File: config.mk
export PLATFORM = sky130hd
export DESIGN_NAME = apb_downsizer_param_flat
export DESIGN_NICKNAME = d
export VERILOG_FILES = /design/src/rtl/apb_dsz_pkg.sv /design/src/rtl/apb_dsz_if.sv /design/src/rtl/apb_dsz_beat_sel.sv /design/src/rtl/apb_downsizer_param.sv /design/src/flat_wrapper.sv
export SDC_FILE = /design/constraint.sdc
export NUM_CORES = 1
export LEC_CHECK = 0
export ABC_AREA = 1
export CAP_MARGIN = 15
export CORE_MARGIN = 2
export CORE_UTILIZATION = 35
export DETAILED_ROUTE_END_ITERATION = 10
export DONT_BUFFER_PORTS = 1
export HOLD_SLACK_MARGIN = 0.02
export SYNTH_ARGS = -nofsm -noshare
export SYNTH_HDL_FRONTEND = slang
export SYNTH_SLANG_ARGS = --single-unit
export TNS_END_PERCENT = 10
File: constraint.sdc
create_clock -name PCLK -period 3.5 [get_ports PCLK]
set_input_delay 0.7 -clock PCLK [delete_from_list [all_inputs] [get_ports PCLK]]
set_output_delay 0.7 -clock PCLK [all_outputs]
set_load 0.03 [all_outputs]
File: src/rtl/apb_dsz_pkg.sv
// Shared types and helpers for the APB wide-to-narrow downsizer.
package apb_dsz_pkg;

    typedef enum logic [1:0] {
        IDLE     = 2'd0,
        M_SETUP  = 2'd1,
        M_ACCESS = 2'd2,
        DONE     = 2'd3
    } dsz_state_e;

    // Beat counter width: clog2 of the beat count, never narrower than one bit.
    function automatic int beat_w(input int s_dw, input int m_dw);
        int n;
        n = s_dw / m_dw;
        return ($clog2(n) > 1) ? $clog2(n) : 1;
    endfunction

endpackage

File: src/rtl/apb_dsz_if.sv
// APB bus bundle; the same interface serves the wide slave side and the narrow master side.
interface apb_dsz_if #(
    parameter int AW = 8,
    parameter int DW = 32
);
    logic            psel;
    logic            penable;
    logic            pwrite;
    logic [AW-1:0]   paddr;
    logic [DW-1:0]   pwdata;
    logic [DW/8-1:0] pstrb;
    logic [DW-1:0]   prdata;
    logic            pready;
    logic            pslverr;

    modport master (
        output psel, penable, pwrite, paddr, pwdata, pstrb,
        input  prdata, pready, pslverr
    );

    modport slave (
        input  psel, penable, pwrite, paddr, pwdata, pstrb,
        output prdata, pready, pslverr
    );
endinterface

File: src/rtl/apb_dsz_beat_sel.sv
// Finds the next beat to issue: reads take every beat, writes skip beats with an all-zero strobe slice.
module apb_dsz_beat_sel
    import apb_dsz_pkg::*;
#(
    parameter int S_DW = 32,
    parameter int M_DW = 16,
    localparam int N   = S_DW / M_DW,
    localparam int BW  = beat_w(S_DW, M_DW),
    localparam int MSW = M_DW / 8
) (
    input  logic [S_DW/8-1:0] strb_i,
    input  logic              write_i,
    input  logic [BW-1:0]     beat_i,
    input  logic              first_i,
    output logic [BW-1:0]     next_o,
    output logic              none_o
);
    logic [N-1:0] qual;

    always_comb begin
        qual = '0;
        for (int b = 0; b < N; b++) begin
            qual[b] = !write_i || (|strb_i[b*MSW +: MSW]);
        end
    end

    // Scan downwards so the lowest qualifying beat at or after the start wins.
    always_comb begin
        int start;
        start  = first_i ? 0 : int'(beat_i) + 1;
        next_o = '0;
        none_o = 1'b1;
        for (int b = N - 1; b >= 0; b--) begin
            if (b >= start && qual[b]) begin
                next_o = BW'(b);
                none_o = 1'b0;
            end
        end
    end
endmodule

File: src/rtl/apb_downsizer_param.sv
// APB width converter: each wide slave transfer becomes a run of narrow master beats,
// with strobe-based write skipping, error aggregation and optional abort on first error.
module apb_downsizer_param
    import apb_dsz_pkg::*;
#(
    parameter int AW        = 8,
    parameter int S_DW      = 32,
    parameter int M_DW      = 16,
    parameter int ERR_ABORT = 0
) (
    input logic       PCLK,
    input logic       PRESET,
    apb_dsz_if.slave  slv,
    apb_dsz_if.master mst
);
    localparam int BW  = beat_w(S_DW, M_DW);
    localparam int SSW = S_DW / 8;
    localparam int MSW = M_DW / 8;
    localparam logic [AW-1:0] ALIGN_MASK = ~AW'(SSW - 1);
    localparam logic [AW-1:0] BEAT_STEP  = AW'(MSW);

    dsz_state_e      state_q, state_d;
    logic            wr_q, wr_d;
    logic [AW-1:0]   addr_q, addr_d;
    logic [S_DW-1:0] wdata_q, wdata_d;
    logic [SSW-1:0]  strb_q, strb_d;
    logic [BW-1:0]   beat_q, beat_d;
    logic            err_q, err_d;
    logic [S_DW-1:0] rdbuf_q, rdbuf_d;
    logic            drop_q, drop_d;

    logic            idle, in_beat, in_done;
    logic [SSW-1:0]  sel_strb;
    logic            sel_wr;
    logic [BW-1:0]   sel_next;
    logic            sel_none;

    assign idle    = (state_q == IDLE);
    assign in_beat = (state_q == M_SETUP) || (state_q == M_ACCESS);
    assign in_done = (state_q == DONE);

    // In IDLE the first beat is chosen from the live request, before it is captured.
    assign sel_strb = idle ? slv.pstrb  : strb_q;
    assign sel_wr   = idle ? slv.pwrite : wr_q;

    apb_dsz_beat_sel #(
        .S_DW (S_DW),
        .M_DW (M_DW)
    ) u_beat_sel (
        .strb_i  (sel_strb),
        .write_i (sel_wr),
        .beat_i  (beat_q),
        .first_i (idle),
        .next_o  (sel_next),
        .none_o  (sel_none)
    );

    always_ff @(posedge PCLK or posedge PRESET) begin
        if (PRESET) begin
            state_q <= IDLE;
            wr_q    <= 1'b0;
            addr_q  <= '0;
            wdata_q <= '0;
            strb_q  <= '0;
            beat_q  <= '0;
            err_q   <= 1'b0;
            rdbuf_q <= '0;
            drop_q  <= 1'b0;
        end else begin
            state_q <= state_d;
            wr_q    <= wr_d;
            addr_q  <= addr_d;
            wdata_q <= wdata_d;
            strb_q  <= strb_d;
            beat_q  <= beat_d;
            err_q   <= err_d;
            rdbuf_q <= rdbuf_d;
            drop_q  <= drop_d;
        end
    end

    always_comb begin
        state_d = state_q;
        wr_d    = wr_q;
        addr_d  = addr_q;
        wdata_d = wdata_q;
        strb_d  = strb_q;
        beat_d  = beat_q;
        err_d   = err_q;
        rdbuf_d = rdbuf_q;
        drop_d  = drop_q;
        case (state_q)
            IDLE: begin
                if (slv.psel && !slv.penable) begin
                    wr_d    = slv.pwrite;
                    addr_d  = slv.paddr;
                    wdata_d = slv.pwdata;
                    strb_d  = slv.pstrb;
                    err_d   = 1'b0;
                    rdbuf_d = '0;
                    drop_d  = 1'b0;
                    beat_d  = sel_next;
                    state_d = sel_none ? DONE : M_SETUP;
                end
            end
            M_SETUP: begin
                drop_d  = drop_q | ~slv.psel;
                state_d = M_ACCESS;
            end
            M_ACCESS: begin
                // A requester that walks away still lets the in-flight beat finish.
                drop_d = drop_q | ~slv.psel;
                if (mst.pready) begin
                    if (!wr_q) rdbuf_d[beat_q*M_DW +: M_DW] = mst.prdata;
                    err_d = err_q | mst.pslverr;
                    if (drop_q || !slv.psel) begin
                        state_d = IDLE;
                    end else if (sel_none || (ERR_ABORT != 0 && mst.pslverr)) begin
                        state_d = DONE;
                    end else begin
                        beat_d  = sel_next;
                        state_d = M_SETUP;
                    end
                end
            end
            DONE:    state_d = IDLE;
            default: state_d = IDLE;
        endcase
    end

    assign mst.psel    = in_beat;
    assign mst.penable = (state_q == M_ACCESS);
    assign mst.pwrite  = in_beat & wr_q;
    assign mst.paddr   = in_beat ? (addr_q & ALIGN_MASK) + AW'(beat_q) * BEAT_STEP : '0;
    assign mst.pwdata  = (in_beat && wr_q) ? wdata_q[beat_q*M_DW +: M_DW] : '0;
    assign mst.pstrb   = (in_beat && wr_q) ? strb_q[beat_q*MSW +: MSW] : '0;

    assign slv.pready  = in_done;
    assign slv.pslverr = in_done & err_q;
    assign slv.prdata  = (in_done && !wr_q) ? rdbuf_q : '0;
endmodule

File: src/flat_wrapper.sv
// flat-port wrapper written by rule: the top's interface ports become plain ports
module apb_downsizer_param_flat import apb_dsz_pkg::*;
#(
    parameter int AW        = 8,
    parameter int S_DW      = 32,
    parameter int M_DW      = 16,
    parameter int ERR_ABORT = 0
)
  (PCLK, PRESET, slv_psel, slv_penable, slv_pwrite, slv_paddr, slv_pwdata, slv_pstrb, slv_prdata, slv_pready, slv_pslverr, mst_psel, mst_penable, mst_pwrite, mst_paddr, mst_pwdata, mst_pstrb, mst_prdata, mst_pready, mst_pslverr);
  apb_dsz_if #(.AW(AW), .DW(S_DW)) slv_i ();
  apb_dsz_if #(.AW(AW), .DW(M_DW)) mst_i ();
  input logic PCLK;
  input logic PRESET;
  input wire logic [$bits(slv_i.psel)-1:0] slv_psel;
  input wire logic [$bits(slv_i.penable)-1:0] slv_penable;
  input wire logic [$bits(slv_i.pwrite)-1:0] slv_pwrite;
  input wire logic [$bits(slv_i.paddr)-1:0] slv_paddr;
  input wire logic [$bits(slv_i.pwdata)-1:0] slv_pwdata;
  input wire logic [$bits(slv_i.pstrb)-1:0] slv_pstrb;
  output wire logic [$bits(slv_i.prdata)-1:0] slv_prdata;
  output wire logic [$bits(slv_i.pready)-1:0] slv_pready;
  output wire logic [$bits(slv_i.pslverr)-1:0] slv_pslverr;
  output wire logic [$bits(mst_i.psel)-1:0] mst_psel;
  output wire logic [$bits(mst_i.penable)-1:0] mst_penable;
  output wire logic [$bits(mst_i.pwrite)-1:0] mst_pwrite;
  output wire logic [$bits(mst_i.paddr)-1:0] mst_paddr;
  output wire logic [$bits(mst_i.pwdata)-1:0] mst_pwdata;
  output wire logic [$bits(mst_i.pstrb)-1:0] mst_pstrb;
  input wire logic [$bits(mst_i.prdata)-1:0] mst_prdata;
  input wire logic [$bits(mst_i.pready)-1:0] mst_pready;
  input wire logic [$bits(mst_i.pslverr)-1:0] mst_pslverr;
  assign slv_i.psel = slv_psel;
  assign slv_i.penable = slv_penable;
  assign slv_i.pwrite = slv_pwrite;
  assign slv_i.paddr = slv_paddr;
  assign slv_i.pwdata = slv_pwdata;
  assign slv_i.pstrb = slv_pstrb;
  assign slv_prdata = slv_i.prdata;
  assign slv_pready = slv_i.pready;
  assign slv_pslverr = slv_i.pslverr;
  assign mst_psel = mst_i.psel;
  assign mst_penable = mst_i.penable;
  assign mst_pwrite = mst_i.pwrite;
  assign mst_paddr = mst_i.paddr;
  assign mst_pwdata = mst_i.pwdata;
  assign mst_pstrb = mst_i.pstrb;
  assign mst_i.prdata = mst_prdata;
  assign mst_i.pready = mst_pready;
  assign mst_i.pslverr = mst_pslverr;
  apb_downsizer_param #(.AW(AW), .S_DW(S_DW), .M_DW(M_DW), .ERR_ABORT(ERR_ABORT)) u_core (.PCLK(PCLK), .PRESET(PRESET), .slv(slv_i), .mst(mst_i));
endmodule
# == After elaboration in Yosys (flattened, before gate mapping) ==
# Index checks and enable logic that the tools add are counted.
# word_totals
register_bits,82
in_bits,67
output_inout_bits,63
elab_cells,86
# op_classes
addsub,3
order_cmp,2
eq_ne,8
shifts,4
muxes,30
n_bitwise,5
n_reduce_logical,25
# op_table
cell,count
two-way mux 32 bit,4
one-hot mux 32 bit (2 select lines),1
negation 5 -> 34 bit,1
"variable shift 16 x 34 -> 32 bit, first input constant",1
indexed part select 16 x 34 -> 32 bit,1
bitwise mux 32 bit,1
indexed part select 32 x 6 -> 16 bit,1
two-way mux 16 bit,1
two-way mux 2 bit,6
two-way mux 1 bit,11
adder 8 x 2 -> 8 bit,1
two-way mux 8 bit,1
"inequality test 2 bit, second input constant",4
one-hot mux 2 bit (4 select lines),1
one-hot mux 1 bit (2 select lines),3
AND reduction 2 bit,3
OR reduction 2 bit,3
logical AND 1 bit,5
AND reduction 5 bit,1
"equality test 2 bit, second input constant",2
">= comparator 1 x 2 -> 1 bit, first input constant",2
zero test 1 bit,4
logical OR 1 bit,4
two-way mux 4 bit,1
other kinds (11),14

# == Depth between registers and ports, before layout ==
# logic_depth
depth_word,11
depth_mapped,13
mapped_depth_nobuf,12

# == Modules after synthesis ==
# Synthesis repeated with hierarchy kept, for this count alone.
# unflattened
cells_unflattened,586
area_unflattened_um2,4240.3
# by_module_without_submodules
mod,n_inst,cells_per_inst,area_per_inst_um2,seq_area_each_um2
apb_downsizer_param,1,574,4191.5,2001.9
apb_dsz_beat_sel,1,12,48.8,0.0

# == Least setup slack after synthesis ==
# Ideal clock, no wire load.
# synth_timing
path_kind,reg2out
start,register u_core.state_q[1]
end,output mst_pstrb[1]
arrival_ns,2.179
required_ns,2.800
slack_ns,0.621
path_stages_with_launch,8
path_buffers,1
cell_sequence,dfrtp_1 -> inv_1 -> ha_1 -> buf_2 -> nand2_1 -> inv_1 -> o21ai_0 -> a21oi_1
# synth_via
elab_chain_cells,4
word_cells_on_any_way,5
cone_classes,eq/ne: 2; mux: 1; reduce/logical: 2
# synth_lines
item,line,text
"start, declared",apb_downsizer_param.sv:22,"dsz_state_e state_q, state_d;"
"start signal, assigned",apb_downsizer_param.sv:70,state_q <= state_d;
equality test 2 x 1 -> 1 bit / equality test 2 bit (equally long branches),apb_downsizer_param.sv:39,assign in_beat = (state_q == M_SETUP) || (state_q == M_ACCESS);
logical OR 1 bit *,apb_downsizer_param.sv:39,
named net mst_psel,flat_wrapper.sv:23,output wire logic [$bits(mst_i.psel)-1:0] mst_psel;
logical AND 1 bit *,apb_downsizer_param.sv:136,assign mst.pstrb = (in_beat && wr_q) ? strb_q[beat_q*MSW +: MSW] : '0;
two-way mux 2 bit *,apb_downsizer_param.sv:136,
"end, declared",flat_wrapper.sv:28,output wire logic [$bits(mst_i.pstrb)-1:0] mst_pstrb;
# Mark *: on every way through the listed nets, which the timed path passes. The rest lies on a longest branch.

# == Worst setup path in the final report ==
# layout_timing
start,register u_core.state_q[1]
end,output mst_pstrb[1]
# layout_via
elab_chain_cells,4
word_cells_on_any_way,5
cone_classes,eq/ne: 2; mux: 1; reduce/logical: 2
# layout_lines
item,line
equality test 2 x 1 -> 1 bit / equality test 2 bit (equally long branches),apb_downsizer_param.sv:39
logical OR 1 bit *,apb_downsizer_param.sv:39
logical AND 1 bit *,apb_downsizer_param.sv:136
two-way mux 2 bit *,apb_downsizer_param.sv:136
# Mark *: on every way between the ends. The rest lies on a longest branch, timed or not.

==> results by group <==
Run status
  • Status: finished, final reports clean

Synthesis
  • Async S/R FF share, synth: 100%
  • Synth unique cells: 29
  • Post-synth top cells: nand2_1 (106), dfrtp_1 (80), inv_1 (54)
  • EDFF count, synth: 0
  • Adder-Cell Fraction of Synth Area: 1.28%
  • Yosys synthesis warning count: 0
  • Post-synth design cell area: 3910 um2
  • Main combinational cell family by area after synthesis: simple AND/OR/NAND/NOR gates
  • Synth area leader: dfrtp_1
  • Post-Syn Area per Cell: 9.04 um2
  • Post-synthesis mux area share: 11.5%
  • Synth Flop Type: dfrtp_1
  • Xor/xnor share of the synthesized area: 0%
  • Register area share after synthesis: 51.2%
  • FF+latch count, synth: 80
  • Synth top area share: 51.2%
  • Most common cell in the netlist: nand2_1
  • Post-synthesis compound-gate area fraction: 7.70%
  • Simple-Gate Fraction of Synth Area: 19.4%
  • Synthesized Nets: 504
  • Synthesized instance count: 433
  • Area contributors post-synth: dfrtp_1 (51%), mux2_2 (12%), nand2_1 (10%)

CTS
  • Setup bufs post-CTS: 0
  • CTS root buffer: clkbuf_8
  • Num CTS Buffers: 9
  • Worst-path clk slew: 0.08 ns
  • CTS Hold Bufs: 0
  • Clk_lat worst skew: 0.35 ns
  • CTS tree: yes
  • CTS Buffer Depth: 2
  • Clock sinks: 80
  • CTS resizes: 0
  • H-Tree Depth: 3

Setup path
  • CP Capture Type: primary output
  • Slowest cell on the critical path: dfrtp_1
  • Critical Path RT: 2.80 ns
  • CP cell instances: inv_1, ha_1, nand2_1, inv_1, o21ai_0, a21oi_1, buf_4
  • R2R cell count: 9
  • Worst Path Max Fanout: 18
  • Critical path class: reg -> out
  • Delay-heaviest family, CP: buffers and inverters
  • Worst Path Arrival: 2.23 ns
  • Cell mode on critical path: inv_1
  • CP Depth: 7
  • Crit path buf inv count: 3
  • CP startpoint kind: flip-flop
  • Critical Path Max Stage Delay: 0.44 ns

Placement
  • Buffers on Ports: 0
  • Post-DP HPWL: 6.56 mm
  • Area after DPL: 4410 um2
  • GPL Wtd Cong: 0.768

Timing
  • Relative slew slack: 52.3%
  • RSZ-0062 raised after global routing: no
  • Final setup viols: 0
  • Post-route minimum period: 2.93 ns
  • Tcrit/Tclk final: 83.7%
  • Max-slew violations: 0
  • Fmax: 341 MHz
  • Final TNS setup: 0 ns
  • Hold Fails Final Rpt: 0
  • Worst Tran Pin Value: 0.713 ns
  • Worst clock skew: 0.00982 ns

Finish
  • Fillers: 1,093
  • Post-layout util: 42.4%
  • Register area: 2000 um2
  • Syn-to-layout area delta: 18.1%
  • Fin nets: 553
  • Antenna cells: 0
  • Multi-input gate area: 1570 um2
  • Final instance area: 4620 um2
  • Fraction of layout cells with a size suffix above 1: 28.3%

Global routing
  • Number of global-route vias before repair: 3,017
  • Largest net degree at the start of global routing: 48
  • Overflow after GRT: 0
  • GRT Total Usage: 15.5%
  • First-pass GRT wire length: 14.3 mm
  • Initial antenna violation count: 1

Die
  • Core area: 10,900 um2
  • Vert. Die Dim: 110 um
  • Die width: 110 um
  • Site row count: 38
  • # IOs: 130
  • Starting Density: 35.9%
  • DIE AREA: 12,000 um2

Route
  • DRT iter0 DRCs: 153
  • DR pass1 iterations: 5
  • DR vias: 3,009
  • DR WL/cell: 14.6 um
  • ANT nets after route: 0
  • Vias per cell: 4.80
  • DRT Wirelength: 9.18 mm
  • Residual DRC: 0

Pwr
  • Pwr dens: 1020 nW/um2
  • Leakage: 2.26 nW
  • Worst vdd ir: 0.000544 V

Worst hold path
  • Worst Hold Class: in -> async

Run
  • Max-cap check violation count: 0
[final timing paths]
kind,startpoint,end,slack (ns)
max,u_core.state_q[1]$_DFFE_PP0P_,mst_pstrb[1],0.57
max reg2reg,u_core.state_q[0]$_DFFE_PP0P_,u_core.rdbuf_q[22]$_DFFE_PP0P_,1.15
max in group asynchronous,PRESET,u_core.wr_q$_DFFE_PP0P_,2.58
min in group PCLK,mst_prdata[7],u_core.rdbuf_q[23]$_DFFE_PP0P_,0.47
min reg2reg,u_core.rdbuf_q[3]$_DFFE_PP0P_,u_core.rdbuf_q[3]$_DFFE_PP0P_,0.47
min,PRESET,u_core.rdbuf_q[29]$_DFFE_PP0P_,0.19
[power by group]
| part | switching, mW | total (mW) | internal [mW] |
|---|---|---|---|
| clock | 0.325 | 0.747 | 0.422 |
| sequential | 0.214 | 1.59 | 1.37 |
| combinational | 1.59 | 2.37 | 0.788 |
| total | 2.12 | 4.71 | 2.58 |
[worst register-to-register path: cells and delay by family, from the launching register on]
kind	cells	cell delay (ns)
AOI/OAI and AO/OA	2	0.28
DFF	1	0.40
buffers and inverters	2	0.25
and+or+nand+nor	4	0.78
adders and majority gates	1	0.50
[cell type report]
class | instances | share of cell area, %
timing repair buffer | 58 | 9.42
tap | 140 | 3.79
inverter | 58 | 4.90
clock inverter | 3 | 1.41
sequential | 80 | 43.3
multi-input combinational | 275 | 33.9
clock buffer | 13 | 3.22
[per-layer routing]
layer	track usage (%)	wire, um	vias to the layer above
li1	-	-	1448
met1	18.0	3900	1439
met2	25.4	4260	111
met3	7.23	959	9
met4	4.88	54	2
met5	0	16	-
[kinds of logic (layout without fill, tap and decap cells)]
group           Yosys count  count (layout)
simple gates            181             181
flops                    80              80
buf+inv                  78             132
compound gates           49              49
mux                      40              40
fa+ha+maj                 4               4
other cells               1               1
[sequential cells by signal (all words and copies together), names as in the netlist]
name	flops
u_core.rdbuf_q	32
u_core.wdata_q	32
u_core.addr_q	6
u_core.strb_q	4
u_core.state_q	2
u_core.beat_q	1
u_core.drop_q	1
u_core.err_q	1
u_core.wr_q	1
[placed cells by master, fill, tap and decap left out, drive strengths merged, types with 4 or more instances in the layout]
cell / instances
a21oi: 21
buf: 58
nor2: 47
inv: 56
ha: 4
nand2: 112
dfrtp: 80
mux2: 40
o21ai: 25
clkbuf: 13
nand3: 22
[per-stage QoR]
step           hold slack, ns  setup slack (ns)  total power [mW]  std cells
6_report                0.186             0.571              4.71        627
5_1_grt                 0.184             0.386              5.06        627
4_1_cts                 0.184             0.524              4.77        627
3_5_place_dp            0.460             0.938              4.00        611
3_3_place_gp            0.454              1.01              3.92        611
2_1_floorplan           0.442             0.621              3.43        433
No activity file was read; power rests on OpenSTA's default activity.
